## src/rtl/ecc_ctrl_pkg.sv

```systemverilog
// ============================================================================
//  Module      : ecc_ctrl_pkg
//  Description : Shared types and constants for the ECDSA point-op controllers
//  Revision    : 1.0 - initial release
// ============================================================================
`default_nettype none

package ecc_ctrl_pkg;

    localparam logic [255:0] SECP256K1_N =
        256'hFFFFFFFFFFFFFFFFFFFFFFFFFFFFFFFEBAAEDCE6AF48A03BBFD25E8CD0364141;

    typedef enum logic [1:0] {
        OP_LOAD_G = 2'd0,
        OP_DBL    = 2'd1,
        OP_ADD    = 2'd2
    } op_t;

    typedef enum logic [3:0] {
        ST_IDLE      = 4'd0,
        ST_CHECK     = 4'd1,
        ST_ERR       = 4'd2,
        ST_LOAD      = 4'd3,
        ST_LOAD_WAIT = 4'd4,
        ST_DBL       = 4'd5,
        ST_DBL_WAIT  = 4'd6,
        ST_ADD       = 4'd7,
        ST_ADD_WAIT  = 4'd8,
        ST_FIN       = 4'd9
    } seq_state_t;

endpackage

`default_nettype wire

```

## src/rtl/key_msb_encoder.sv

```systemverilog
// ============================================================================
//  Module      : key_msb_encoder
//  Description : Combinational priority encoder: index of highest set bit
//  Revision    : 1.0 - initial release
// ============================================================================
`default_nettype none

module key_msb_encoder #(
    parameter int unsigned KEY_W = 256
) (
    input  logic [KEY_W-1:0]         key_i,
    output logic [$clog2(KEY_W)-1:0] msb_idx_o,
    output logic                     zero_o
);

    // Ascending scan: the last set bit seen wins, giving the MSB.
    always_comb begin
        msb_idx_o = '0;
        for (int i = 0; i < KEY_W; i++) begin
            if (key_i[i]) begin
                msb_idx_o = ($clog2(KEY_W))'(i);
            end
        end
    end

    assign zero_o = ~|key_i;

endmodule

`default_nettype wire

```

## src/rtl/scalar_mult_sequencer.sv

```systemverilog
// ============================================================================
//  Module      : scalar_mult_sequencer
//  Description : MSB-first double-and-add command sequencer for k*G
//  Revision    : 1.0 - initial release
// ============================================================================
`default_nettype none

module scalar_mult_sequencer
    import ecc_ctrl_pkg::*;
#(
    parameter int unsigned      KEY_W   = 256,
    parameter logic [KEY_W-1:0] CURVE_N = KEY_W'(SECP256K1_N)
) (
    input  logic                     clk,
    input  logic                     reset,
    input  logic                     start,
    input  logic [KEY_W-1:0]         priv_key,
    output logic                     busy,
    output logic                     done,
    output logic                     invalid_error,
    output logic                     op_valid,
    output logic [1:0]               op_code,
    input  logic                     op_ready,
    input  logic                     op_done,
    output logic [$clog2(KEY_W)-1:0] bit_idx,
    output logic [9:0]               ops_issued
);

    localparam int unsigned IDX_W = $clog2(KEY_W);

    seq_state_t         state_q, state_d;
    logic [KEY_W-1:0]   key_q, key_d;
    logic [IDX_W-1:0]   bit_idx_q, bit_idx_d;
    logic [9:0]         ops_q, ops_d;
    logic               inv_q, inv_d;
    logic [IDX_W-1:0]   msb_idx;
    logic               key_zero;
    op_t                op_d;

    key_msb_encoder #(
        .KEY_W (KEY_W)
    ) u_msb_enc (
        .key_i     (key_q),
        .msb_idx_o (msb_idx),
        .zero_o    (key_zero)
    );

    always_ff @(posedge clk or negedge reset) begin
        if (!reset) begin
            state_q   <= ST_IDLE;
            key_q     <= '0;
            bit_idx_q <= '0;
            ops_q     <= '0;
            inv_q     <= 1'b0;
        end else begin
            state_q   <= state_d;
            key_q     <= key_d;
            bit_idx_q <= bit_idx_d;
            ops_q     <= ops_d;
            inv_q     <= inv_d;
        end
    end

    always_comb begin
        state_d   = state_q;
        key_d     = key_q;
        bit_idx_d = bit_idx_q;
        ops_d     = ops_q;
        inv_d     = inv_q;
        op_d      = OP_LOAD_G;
        op_valid  = 1'b0;
        done      = 1'b0;
        busy      = (state_q != ST_IDLE);

        case (state_q)
            ST_IDLE: begin
                if (start) begin
                    key_d   = priv_key;
                    inv_d   = 1'b0;
                    ops_d   = '0;
                    state_d = ST_CHECK;
                end
            end
            ST_CHECK: begin
                if (key_zero || (key_q >= CURVE_N)) begin
                    inv_d   = 1'b1;
                    state_d = ST_ERR;
                end else begin
                    bit_idx_d = msb_idx;
                    state_d   = ST_LOAD;
                end
            end
            ST_ERR: state_d = ST_IDLE;
            ST_LOAD, ST_DBL, ST_ADD: begin
                op_valid = 1'b1;
                op_d     = (state_q == ST_LOAD) ? OP_LOAD_G :
                           (state_q == ST_DBL)  ? OP_DBL    : OP_ADD;
                if (op_ready) begin
                    ops_d   = ops_q + 10'd1;
                    state_d = (state_q == ST_LOAD) ? ST_LOAD_WAIT :
                              (state_q == ST_DBL)  ? ST_DBL_WAIT  : ST_ADD_WAIT;
                end
            end
            ST_LOAD_WAIT, ST_ADD_WAIT: begin
                if (op_done) begin
                    if (bit_idx_q == '0) begin
                        state_d = ST_FIN;
                    end else begin
                        bit_idx_d = bit_idx_q - IDX_W'(1);
                        state_d   = ST_DBL;
                    end
                end
            end
            ST_DBL_WAIT: begin
                // A set bit at the current position needs an ADD before moving on.
                if (op_done) begin
                    if (key_q[bit_idx_q]) begin
                        state_d = ST_ADD;
                    end else if (bit_idx_q == '0) begin
                        state_d = ST_FIN;
                    end else begin
                        bit_idx_d = bit_idx_q - IDX_W'(1);
                        state_d   = ST_DBL;
                    end
                end
            end
            ST_FIN: begin
                done    = 1'b1;
                state_d = ST_IDLE;
            end
            default: state_d = ST_IDLE;
        endcase
    end

    assign op_code       = op_d;
    assign invalid_error = inv_q;
    assign bit_idx       = bit_idx_q;
    assign ops_issued    = ops_q;

endmodule

`default_nettype wire

```

## config.mk

```make
export PLATFORM = sky130hd
export DESIGN_NAME = scalar_mult_sequencer
export DESIGN_NICKNAME = d
export VERILOG_FILES = /design/src/rtl/ecc_ctrl_pkg.sv /design/src/rtl/key_msb_encoder.sv /design/src/rtl/scalar_mult_sequencer.sv
export SDC_FILE = /design/constraint.sdc
export NUM_CORES = 1
export LEC_CHECK = 0
export BUFFER_PORTS_ARGS = -buffer_cell sky130_fd_sc_hd__buf_4
export CORE_ASPECT_RATIO = 2
export CORE_UTILIZATION = 39
export DETAILED_ROUTE_END_ITERATION = 10
export PLACE_DENSITY = 0.66
export SLEW_MARGIN = 0
export SYNTH_ARGS = -nofsm -noshare
export SYNTH_HDL_FRONTEND = slang
export SYNTH_HIERARCHICAL = 1
export SYNTH_SLANG_ARGS = --single-unit
```

## constraint.sdc

```tcl
create_clock -name clk -period 5.56 [get_ports clk]
set_input_delay 0.556 -clock clk [delete_from_list [all_inputs] [get_ports clk]]
set_output_delay 0.556 -clock clk [all_outputs]
set_load 0.005 [all_outputs]
```

==> impl_metrics.yaml <==
run_status:
  status: "complete, but fails checks"
  violations: "DRC"
critical_path:
  worst-path-max-fanout: 17
  r2r_cells: 9
  start_kind: "flip-flop"
  ff2ff_setup_slack_ps: 1360
  endpoint_kind: "flip-flop"
  r2r_end: "bit_idx[4]"
  critPathKind: "flip-flop to flip-flop"
  worstPathRequired_ps: 5980
  r2r_start: "bit_idx[2]"
  cp.arrival_ps: 4620
timing:
  setup_viol_count_final: 0
  final-max-slew-violation-count: 0
  finalCritPeriodShare_pct: 75.5
  hold_viol: 0
  max_slew_margin_pct: 18.6
  min_period_ps: 4200
  worst_slew_pin_slew_ps: 1190
  finalSetupTns_ps: 0
  clock_skew_ps: 20.9
  max_freq_mhz: 238
  grt_setup_unrepaired: "no"
  layout_setup_ws_ps: 1360
  whs_ps: 172
clocking:
  post_cts_buffers: 0
  htreeDepth: 1
  cts_buffers: 26
  clock_latency_ps: 570
  cts_buffer_depth: 3
  cts_sinks: 279
  cts_root_buf: "clkbuf_16"
  tritoncts: "done"
  clk_pin_slew_ps: 70
route:
  viasPerCell: 5.89
  vias: 17800
  wire_per_inst_um: 21.2
  drc: 30
  wirelength_mm: 63.8
  drt_iter0_markers: 1409
  ant_nets: 0
  first_pass_iters: 9
cells_and_area:
  fin_cells: 3015
  nNetsFinal: 2705
  n_fill_cell: 4340
  drive_gt1_share_pct: 16.7
  design_area_um2: 21000
  diodes: 0
  final_core_util_pct: 47.3
  syn_to_final_growth_pct: 19.3
power:
  p_leak_nw: 9.83
  power.total_mw: 11.9
  max-vdd-ir-drop_mv: 0.244
  pwr_density_cell_nw_per_um2: 569
hold_path:
  hold_end: "key_q[163]"
  hold_path.class: "input pin to flip-flop"
  hp-start: "priv_key[163]"
  hold_path_depth: 3
synthesis:
  synth_top_area_share_pct: 39.7
  synthFlopType: "dfrtp_1"
  synth_cell_types: 94
  synth_area_um2: 17600
  yosysMostFrequentCell: "nand2_1"
  netlist_top_cells_count: "nand2_1, dfrtp_1, nor2_1"
  async_flop_share_pct: 100
  yosys_register_bits: 279
  mappedNetlistNets: 2470
  netlist_instances: 2206
  synth_edf_count: 0
  ys_seq_area_share_pct: 39.7
  yosysWarnings: 6
  synth_area_leaders: "dfrtp_1, nand2_1, nor4_1, nor2_1, mux2i_1"
  avgSynthCellArea_um2: 7.97
  synth_area_leader_cell: "dfrtp_1"
die:
  num_rows: 109
  fp.dieArea_um2: 46000
  core_area_um2: 44300
  die_x_um: 152
  initial_core_util_pct: 39.6
  io_pins: 285
  die_y_um: 302
global_route:
  grt_first_pass_wirelength_mm: 97.6
  grt_pass1_vias: 17600
  antenna_found_initial: 0
  grtUsageTotal_pct: 27.1
  grt_max_degree: 151
  grt_overflow_total: 0
placed_design:
  dp.cells: 2967
  dp_slack_ps: 1420
  portBuffers: 284
  place_area_um2: 20100
  place_hpwl_mm: 48.5
  routabilityCongestion: 0.938
job:
  max-cap-violations: 0
==> where the power goes <==
part / internal, mW / switching (mW) / total [mW] / leakage (nW)
Clock: 1.11 / 0.821 / 1.93 / 0.444
Combinational: 2.27 / 2.76 / 5.03 / 5.89
Sequential: 2.91 / 2.05 / 4.96 / 3.50
Total: 6.30 / 5.63 / 11.9 / 9.83
==> how the worst max path moves through the flow <==
| stage | start | to | slack, ps | cells past startpoint |
|---|---|---|---|---|
| after floorplan | key_q[176] | bit_idx[4] | 2780 | 11 |
| after global placement | bit_idx[2] | bit_idx[4] | 1530 | 9 |
| after detailed placement | bit_idx[2] | bit_idx[4] | 1420 | 9 |
| after CTS | bit_idx[2] | bit_idx[4] | 1390 | 9 |
| after global routing | bit_idx[2] | bit_idx[4] | 1160 | 9 |
| final | bit_idx[2] | bit_idx[4] | 1360 | 9 |
==> cells in the final DEF (no fill, tap or decap), types with 15 or more instances in the layout <==
master	Yosys	routed
o21bai_1	15	15
nand4_1	54	54
mux2i_1	55	55
mux4_2	23	23
nor2_1	148	148
nand2_1	820	819
nor2b_1	21	21
clkbuf_16	0	27
nor4_1	89	89
o31ai_1	25	25
mux2_2	17	17
a22oi_1	18	18
buf_4	4	294
nor3_1	65	65
nand2b_1	15	15
nand3_1	47	47
dfrtp_1	279	278
inv_1	47	47
a21oi_1	70	70
o21ai_0	57	57
==> what timing repair did <==
action / CTS / global route
hold buffers: 1 / 0
resized for setup: 0 / 0
hold endpoints to repair: 58 / 0
==> routing by layer <==
metal  vias up  GRT usage [%]  wire length, um
met5         -              0                0
met4         0           15.0             3500
met1      8622           28.6            22600
li1       8262              -                -
met3       183           2.64             3020
met2       690           52.5            34700
==> layout make-up <==
cell class	count	area [um^2]	share of cell area, %
inverters	47	176	0.841
clock buffers	40	785	3.74
flip-flops and latches	279	6990	33.3
well taps	555	694	3.31
clock inverters	7	121	0.579
multi-input cells	1788	9920	47.3
repair buffers	299	2290	10.9
==> critical path, stage by stage, from the launching register on <==
cell	delay (ps)
dfrtp_1	830
and2_1	810
a222oi_1	260
a221o_1	350
and4_1	180
a311oi_1	480
o32ai_1	220
o32ai_2	620
o21bai_1	220
a22oi_2	70
==> sequential cells by signal, indices dropped and copies added, names as in the netlist <==
name,count
key_q,256
ops_issued,10
bit_idx,8
state_q,4
invalid_error,1
==> cell families after synthesis <==
family                   after synthesis  synth area share, %
AO/OA/AOI/OAI                        331                 13.2
XOR/XNOR                               9                0.449
adder cells (fa/ha/maj)                3                0.214
buffers and inverters                139                 3.91
flip-flops                           279                 39.7
multiplexers                         105                 8.66
AND/OR/NAND/NOR                     1340                 33.9
(Power assumes the default switching activity.)
